### src/rtl/neo_sdram_arb.sv
// neo_sdram_arb: single-port SDRAM arbiter shared by the 68K, the Z80 and the
// video fetch unit. Only one transfer is outstanding at a time. nDTACK is
// generated here for the 68K zones that are backed by SDRAM.
//
// Handshake rules:
//   SDR_REQ/SDR_ACK: SDR_REQ rises together with stable SDR_ADDR/WE/BE/WDATA.
//   Everything holds until the controller pulses SDR_ACK for one cycle, with
//   SDR_RDATA valid in that cycle. SDR_REQ drops on the same edge that
//   samples SDR_ACK.
//   VID_REQ/Z80_REQ: these are level requests, held until the matching
//   one-cycle *_ACK pulse. A request that is still high at the first edge
//   after the ACK counts as a new request.
//   68K: a request pending while nAS is low is served once. nDTACK falls on
//   the edge after the data is latched and rises on the first edge that
//   samples nAS high.
module neo_sdram_arb #(
  parameter int ADDR_W     = 25,
  parameter int STARVE_MAX = 4
) (
  input  logic              CLK_48M,
  input  logic              nRESET,
  input  logic              nAS,
  input  logic              nSDR_SEL,
  input  logic              RW,
  input  logic              nUDS,
  input  logic              nLDS,
  input  logic [ADDR_W-1:0] M68K_WADDR,
  input  logic [15:0]       M68K_WDATA,
  output logic [15:0]       M68K_RDATA,
  output logic              nDTACK,
  input  logic              Z80_REQ,
  input  logic [ADDR_W:0]   Z80_ADDR,
  output logic [7:0]        Z80_RDATA,
  output logic              Z80_ACK,
  input  logic              VID_REQ,
  input  logic [ADDR_W-1:0] VID_ADDR,
  output logic [15:0]       VID_RDATA,
  output logic              VID_ACK,
  output logic              SDR_REQ,
  output logic [ADDR_W-1:0] SDR_ADDR,
  output logic              SDR_WE,
  output logic [1:0]        SDR_BE,
  output logic [15:0]       SDR_WDATA,
  input  logic [15:0]       SDR_RDATA,
  input  logic              SDR_ACK,
  output logic              DBG_STATE     // 1 = BUSY, 0 = IDLE
);

  typedef enum logic {S_IDLE, S_BUSY} state_t;
  typedef enum logic [1:0] {G_NONE, G_VID, G_M68K, G_Z80} grant_t;

  localparam int SW = $clog2(STARVE_MAX + 1);
  localparam logic [SW-1:0] STARVE_LIM = SW'(STARVE_MAX);

  state_t        r_state;
  grant_t        r_grant;
  logic [SW-1:0] r_starve;
  logic          r_m68k_done;
  logic          r_m68k_abort;  // nAS rose while the 68K transfer was in flight
  logic          r_z80_lane;    // Z80 byte lane captured at grant

  logic w_m68k_pend;
  logic w_z80_force;

  // Request qualification for the 68K and the anti-starvation override for the Z80
  always_comb begin
    w_m68k_pend = !nAS && !nSDR_SEL && (!nUDS || !nLDS) && !r_m68k_done;
    w_z80_force = Z80_REQ && (r_starve == STARVE_LIM);
  end

  assign DBG_STATE = (r_state == S_BUSY);

  // Arbitration FSM, SDRAM request registers, completion routing and nDTACK
  always_ff @(posedge CLK_48M) begin
    if (!nRESET) begin
      r_state      <= S_IDLE;
      r_grant      <= G_NONE;
      r_starve     <= '0;
      r_m68k_done  <= 1'b0;
      r_m68k_abort <= 1'b0;
      r_z80_lane   <= 1'b0;
      SDR_REQ      <= 1'b0;
      SDR_ADDR     <= '0;
      SDR_WE       <= 1'b0;
      SDR_BE       <= 2'b00;
      SDR_WDATA    <= 16'h0000;
      M68K_RDATA   <= 16'h0000;
      nDTACK       <= 1'b1;
      Z80_RDATA    <= 8'h00;
      Z80_ACK      <= 1'b0;
      VID_RDATA    <= 16'h0000;
      VID_ACK      <= 1'b0;
    end else begin
      Z80_ACK <= 1'b0;
      VID_ACK <= 1'b0;

      // 68K bus cycle end: release DTACK and re-arm for the next cycle
      if (nAS) begin
        nDTACK      <= 1'b1;
        r_m68k_done <= 1'b0;
      end else if (r_m68k_done) begin
        nDTACK <= 1'b0;
      end

      case (r_state)
        S_IDLE: begin
          if (w_z80_force) begin
            r_grant    <= G_Z80;
            r_z80_lane <= Z80_ADDR[0];
            SDR_ADDR   <= Z80_ADDR[ADDR_W:1];
            SDR_WE     <= 1'b0;
            SDR_BE     <= 2'b11;
            SDR_REQ    <= 1'b1;
            r_state    <= S_BUSY;
          end else if (VID_REQ) begin
            r_grant  <= G_VID;
            SDR_ADDR <= VID_ADDR;
            SDR_WE   <= 1'b0;
            SDR_BE   <= 2'b11;
            SDR_REQ  <= 1'b1;
            r_state  <= S_BUSY;
          end else if (w_m68k_pend) begin
            r_grant      <= G_M68K;
            r_m68k_abort <= 1'b0;
            SDR_ADDR     <= M68K_WADDR;
            SDR_WE       <= !RW;
            SDR_BE       <= {!nUDS, !nLDS};
            SDR_WDATA    <= M68K_WDATA;
            SDR_REQ      <= 1'b1;
            r_state      <= S_BUSY;
          end else if (Z80_REQ) begin
            r_grant    <= G_Z80;
            r_z80_lane <= Z80_ADDR[0];
            SDR_ADDR   <= Z80_ADDR[ADDR_W:1];
            SDR_WE     <= 1'b0;
            SDR_BE     <= 2'b11;
            SDR_REQ    <= 1'b1;
            r_state    <= S_BUSY;
          end

          // Starvation bookkeeping follows the grant chosen above
          if (!Z80_REQ || w_z80_force) begin
            r_starve <= '0;
          end else if (VID_REQ || w_m68k_pend) begin
            if (r_starve != STARVE_LIM) r_starve <= r_starve + SW'(1);
          end else begin
            r_starve <= '0;  // Z80 granted through normal priority
          end
        end

        S_BUSY: begin
          if (!Z80_REQ) r_starve <= '0;

          if (SDR_ACK) begin
            SDR_REQ <= 1'b0;
            r_state <= S_IDLE;
            r_grant <= G_NONE;
            case (r_grant)
              G_VID: begin
                VID_RDATA <= SDR_RDATA;
                VID_ACK   <= 1'b1;
              end
              G_Z80: begin
                Z80_RDATA <= r_z80_lane ? SDR_RDATA[7:0] : SDR_RDATA[15:8];
                Z80_ACK   <= 1'b1;
              end
              G_M68K: begin
                // Data is only delivered if the same bus cycle is still active
                if (!nAS && !r_m68k_abort) begin
                  M68K_RDATA  <= SDR_RDATA;
                  r_m68k_done <= 1'b1;
                end
                r_m68k_abort <= 1'b0;
              end
              default: ;
            endcase
          end else if (nAS && (r_grant == G_M68K)) begin
            r_m68k_abort <= 1'b1;
          end
        end

        default: r_state <= S_IDLE;
      endcase
    end
  end

endmodule

### config.mk
export PLATFORM = sky130hd
export DESIGN_NAME = neo_sdram_arb
export DESIGN_NICKNAME = d
export VERILOG_FILES = /design/src/rtl/neo_sdram_arb.sv
export SDC_FILE = /design/constraint.sdc
export NUM_CORES = 1
export LEC_CHECK = 0
export CAP_MARGIN = 20
export CORE_MARGIN = 2
export CORE_UTILIZATION = 40
export CTS_CLUSTER_SIZE = 30
export DETAILED_ROUTE_END_ITERATION = 6
export DONT_BUFFER_PORTS = 1
export SLEW_MARGIN = 20
export SYNTH_ARGS = -nofsm -noshare
export SYNTH_HDL_FRONTEND = slang
export SYNTH_SLANG_ARGS = --single-unit
### constraint.sdc
create_clock -name CLK_48M -period 2.49 [get_ports CLK_48M]
set_clock_uncertainty 0.05 [all_clocks]
set_input_delay 0.498 -clock CLK_48M [delete_from_list [all_inputs] [get_ports CLK_48M]]
set_output_delay 0.498 -clock CLK_48M [all_outputs]
set_load 0.01 [all_outputs]
==> impl_metrics.yaml <==
timing:
  relSlewSlack_pct: 53.2
  hold_viol_final: 0
  rsz0062_at_grt: "no"
  fin_crit_sh_pct: 79.2
  holdWs_ns: 0.176
  fin_crit_ns: 1.97
  fmax_mhz: 507
  setup-tns-final_ns: 0
  slew_viol_final: 0
  setup_viol: 0
  worstMarginPinSlew_ns: 0.703
setup_path:
  cpLargestDelayFamily: "simple AND/OR/NAND/NOR gates"
  cp_max_fo: 14
  critical_path.endpoint: "SDR_WDATA[15]$_SDFFE_PN0P_"
  startpoint: "r_starve[0]$_SDFFE_PN0P_"
  slowest_stage: "or4_1"
  cp-end-kind: "register"
  critPathArrivalTime_ns: 2.16
  reg2reg_slack_ns: 0.52
  reg2reg_depth: 7
  r2r_start: "r_starve[0]$_SDFFE_PN0P_"
  crit_buf_inv: 2
  worst-setup-path-type: "register to register"
  reg2reg_to: "SDR_WDATA[15]$_SDFFE_PN0P_"
  crit_cells: 7
  startpoint_type: "register"
  slowest_delay_ns: 0.42
  critPathRequiredTime_ns: 2.68
  crit_path_cell_trace: "inv_1, ha_1, and3_1, or4_1, buf_4, mux2i_1, nor2_1"
logic_synthesis:
  synth-main-ff-cell: "dfxtp_1"
  synth_edf_count: 0
  synth.distinct_cells: 39
  synth_area_um2: 4320
  yosysSeqAreaShare_pct: 45.0
  yosysMostFrequentCell: "dfxtp_1"
  yosys-top-cells-count: "dfxtp_1, nand2_1, a21oi_1"
  yosys.area.top_type: "dfxtp_1"
  yosys.area.top_type_share_pct: 45.0
  ys.warnings.count: 0
  async_flop_share_pct: 0
  ys_ff_latch: 97
  synthTopCellsByArea: "dfxtp_1, a21oi_1, nor3_1"
  synthCells: 539
  syn_nets: 659
  avgSynthCellArea_um2: 8.01
power_and_ir_drop:
  power.net_switching_w: 0.000824
  p_seq_share_pct: 57.3
  leakagePower_nw: 1.72
  total_power_w: 0.00297
  power_density_nw_per_um2: 644
  comb_power_share_pct: 8.7
  swShare_pct: 27.7
  peakVddDrop_mv: 0.340
  intPower_w: 0.00215
  pwr-share-clk_pct: 34.0
cts:
  clock_latency_ns: 0.36
  clk_path_buf_depth: 2
  cts_hold_buffers: 0
  cts_tree: "built"
  clk_pin_slew_worst_paths_ns: 0.11
  cts_setup_buffers: 0
  cts_root_buf: "clkbuf_8"
  h-tree-depth: 3
  cts-resized-gates: 0
  cts_made_buffers: 9
  cts_num_sinks: 97
routing:
  routed-wl-met3_um: 1160
  drc: 0
  drt-wirelength-per-cell_um: 17.5
  vias: 3704
  route.met2.wl_um: 5620
  first_pass_iters: 4
  drt_iter0_markers: 229
  wl_met1_um: 4630
  wl_um: 11500
  ant_nets: 0
  vias_per_cell: 5.64
  highest_layer: "met4"
final_layout:
  area_growth_pct: 6.95
  insertedDiodeCount: 0
  drive_gt1_share_pct: 6.53
  fin_nets: 636
  fillers: 1052
floorplan:
  core_area_um2: 10400
  die_y_um: 108
  rows: 37
  start_util_pct: 41.5
  io_pins: 207
  die_w_um: 108
  die_area_um2: 11600
job:
  cap_violations: 0
global_route:
  grt_pass1_wl_um: 18100
  grtUsageTotal_pct: 19.6
  grt_pass1_vias: 3658
  grt_start_max_net_pins: 83
  grt_overflow: 0
  antenna_found_initial: 0
place:
  post-dp-hpwl_um: 8190
  port_buffers: 0
  gp_congestion: 0.733
outcome:
  status: "finished clean"
worst_hold_path:
  whs_path_depth: 1
  hold_class: "input port to register"
==> stage by stage <==
stage | setup WS [ns] | instances | cell area (um2) | util [%]
floorplan | 0.500 | 539 | 4320 | -
global placement | 0.489 | 641 | 4420 | 42.4
CTS | 0.526 | 657 | 4620 | 44.3
finish | 0.517 | 657 | 4620 | 44.3
global route | 0.403 | 657 | 4620 | 44.3
detailed placement | 0.449 | 641 | 4420 | 42.4
==> layer usage <==
metal | global-route usage, % | vias to the layer above
li1 | - | 1841
met1 | 22.5 | 1701
met2 | 33.9 | 152
met3 | 7.69 | 10
met4 | 5.40 | 0
met5 | 0 | -
==> cell type report <==
class / count / area (um2) / share of cell area [%]
tap: 136 / 170 / 3.68
inverter: 34 / 128 / 2.76
clock inverter: 6 / 61.3 / 1.33
clock buffer: 10 / 138 / 2.98
timing repair buffer: 12 / 115 / 2.49
sequential: 97 / 1940 / 42.0
multi-input combinational: 362 / 2070 / 44.7
==> registers in the layout (all words and copies together) (netlist names) <==
| name | flops |
|---|---|
| r_grant | 2 |
| VID_RDATA | 16 |
| Z80_RDATA | 8 |
| r_m68k_done | 1 |
| SDR_BE | 2 |
| SDR_ADDR | 25 |
| r_z80_lane | 1 |
| r_starve | 3 |
| nDTACK | 1 |
| r_m68k_abort | 1 |
| DBG_STATE | 1 |
| Z80_ACK | 1 |
| SDR_WDATA | 16 |
| M68K_RDATA | 16 |
| SDR_WE | 1 |
| SDR_REQ | 1 |
| VID_ACK | 1 |
==> cells in the final DEF (no fill, tap or decap), types with 2 or more instances in the layout <==
master / count
buf_4: 10
a211oi_1: 8
nand4b_1: 2
nor3_1: 53
dfxtp_1: 97
nand2b_1: 4
nand3_1: 4
a32o_1: 25
inv_1: 33
buf_12: 2
mux2i_1: 24
ha_1: 2
a31oi_1: 25
clkbuf_8: 10
clkinv_4: 2
a21oi_1: 65
nor2_1: 57
o22ai_1: 3
nand2_1: 70
==> kinds of logic (layout without fill, tap and decap cells) <==
kind of cell / count (synthesis) / in the layout / synth area share, %
buf+inv: 80 / 62 / 7.53
mux: 24 / 24 / 5.56
simple gates: 199 / 199 / 20.0
flops: 97 / 97 / 45.0
compound gates: 137 / 137 / 21.4
fa+ha+maj: 2 / 2 / 0.579
==> worst min-delay path by stage <==
stage	startpoint	to	slack (ns)
final	nAS	nDTACK$_SDFFE_PP1P_	0.18
after global routing	nAS	nDTACK$_SDFFE_PP1P_	0.15
after CTS	nAS	nDTACK$_SDFFE_PP1P_	0.16
after detailed placement	r_m68k_abort$_SDFFE_PN0P_	r_m68k_abort$_SDFFE_PN0P_	0.41
after global placement	r_m68k_abort$_SDFFE_PN0P_	r_m68k_abort$_SDFFE_PN0P_	0.41
after floorplan	r_m68k_abort$_SDFFE_PN0P_	r_m68k_abort$_SDFFE_PN0P_	0.39
==> power by group through the flow <==
| stage | clock, W | sequential (W) | combinational, W |
|---|---|---|---|
| 5_1_grt | 0.00110 | 0.00172 | 0.000294 |
| 3_3_place_gp | 0 | 0.00174 | 0.000251 |
| 2_1_floorplan | 0 | 0.00172 | 0.000233 |
| 3_5_place_dp | 0 | 0.00174 | 0.000260 |
| 6_report | 0.00101 | 0.00171 | 0.000259 |
| 4_1_cts | 0.00105 | 0.00171 | 0.000261 |
Note: power is estimated with default switching activity, not from simulation.
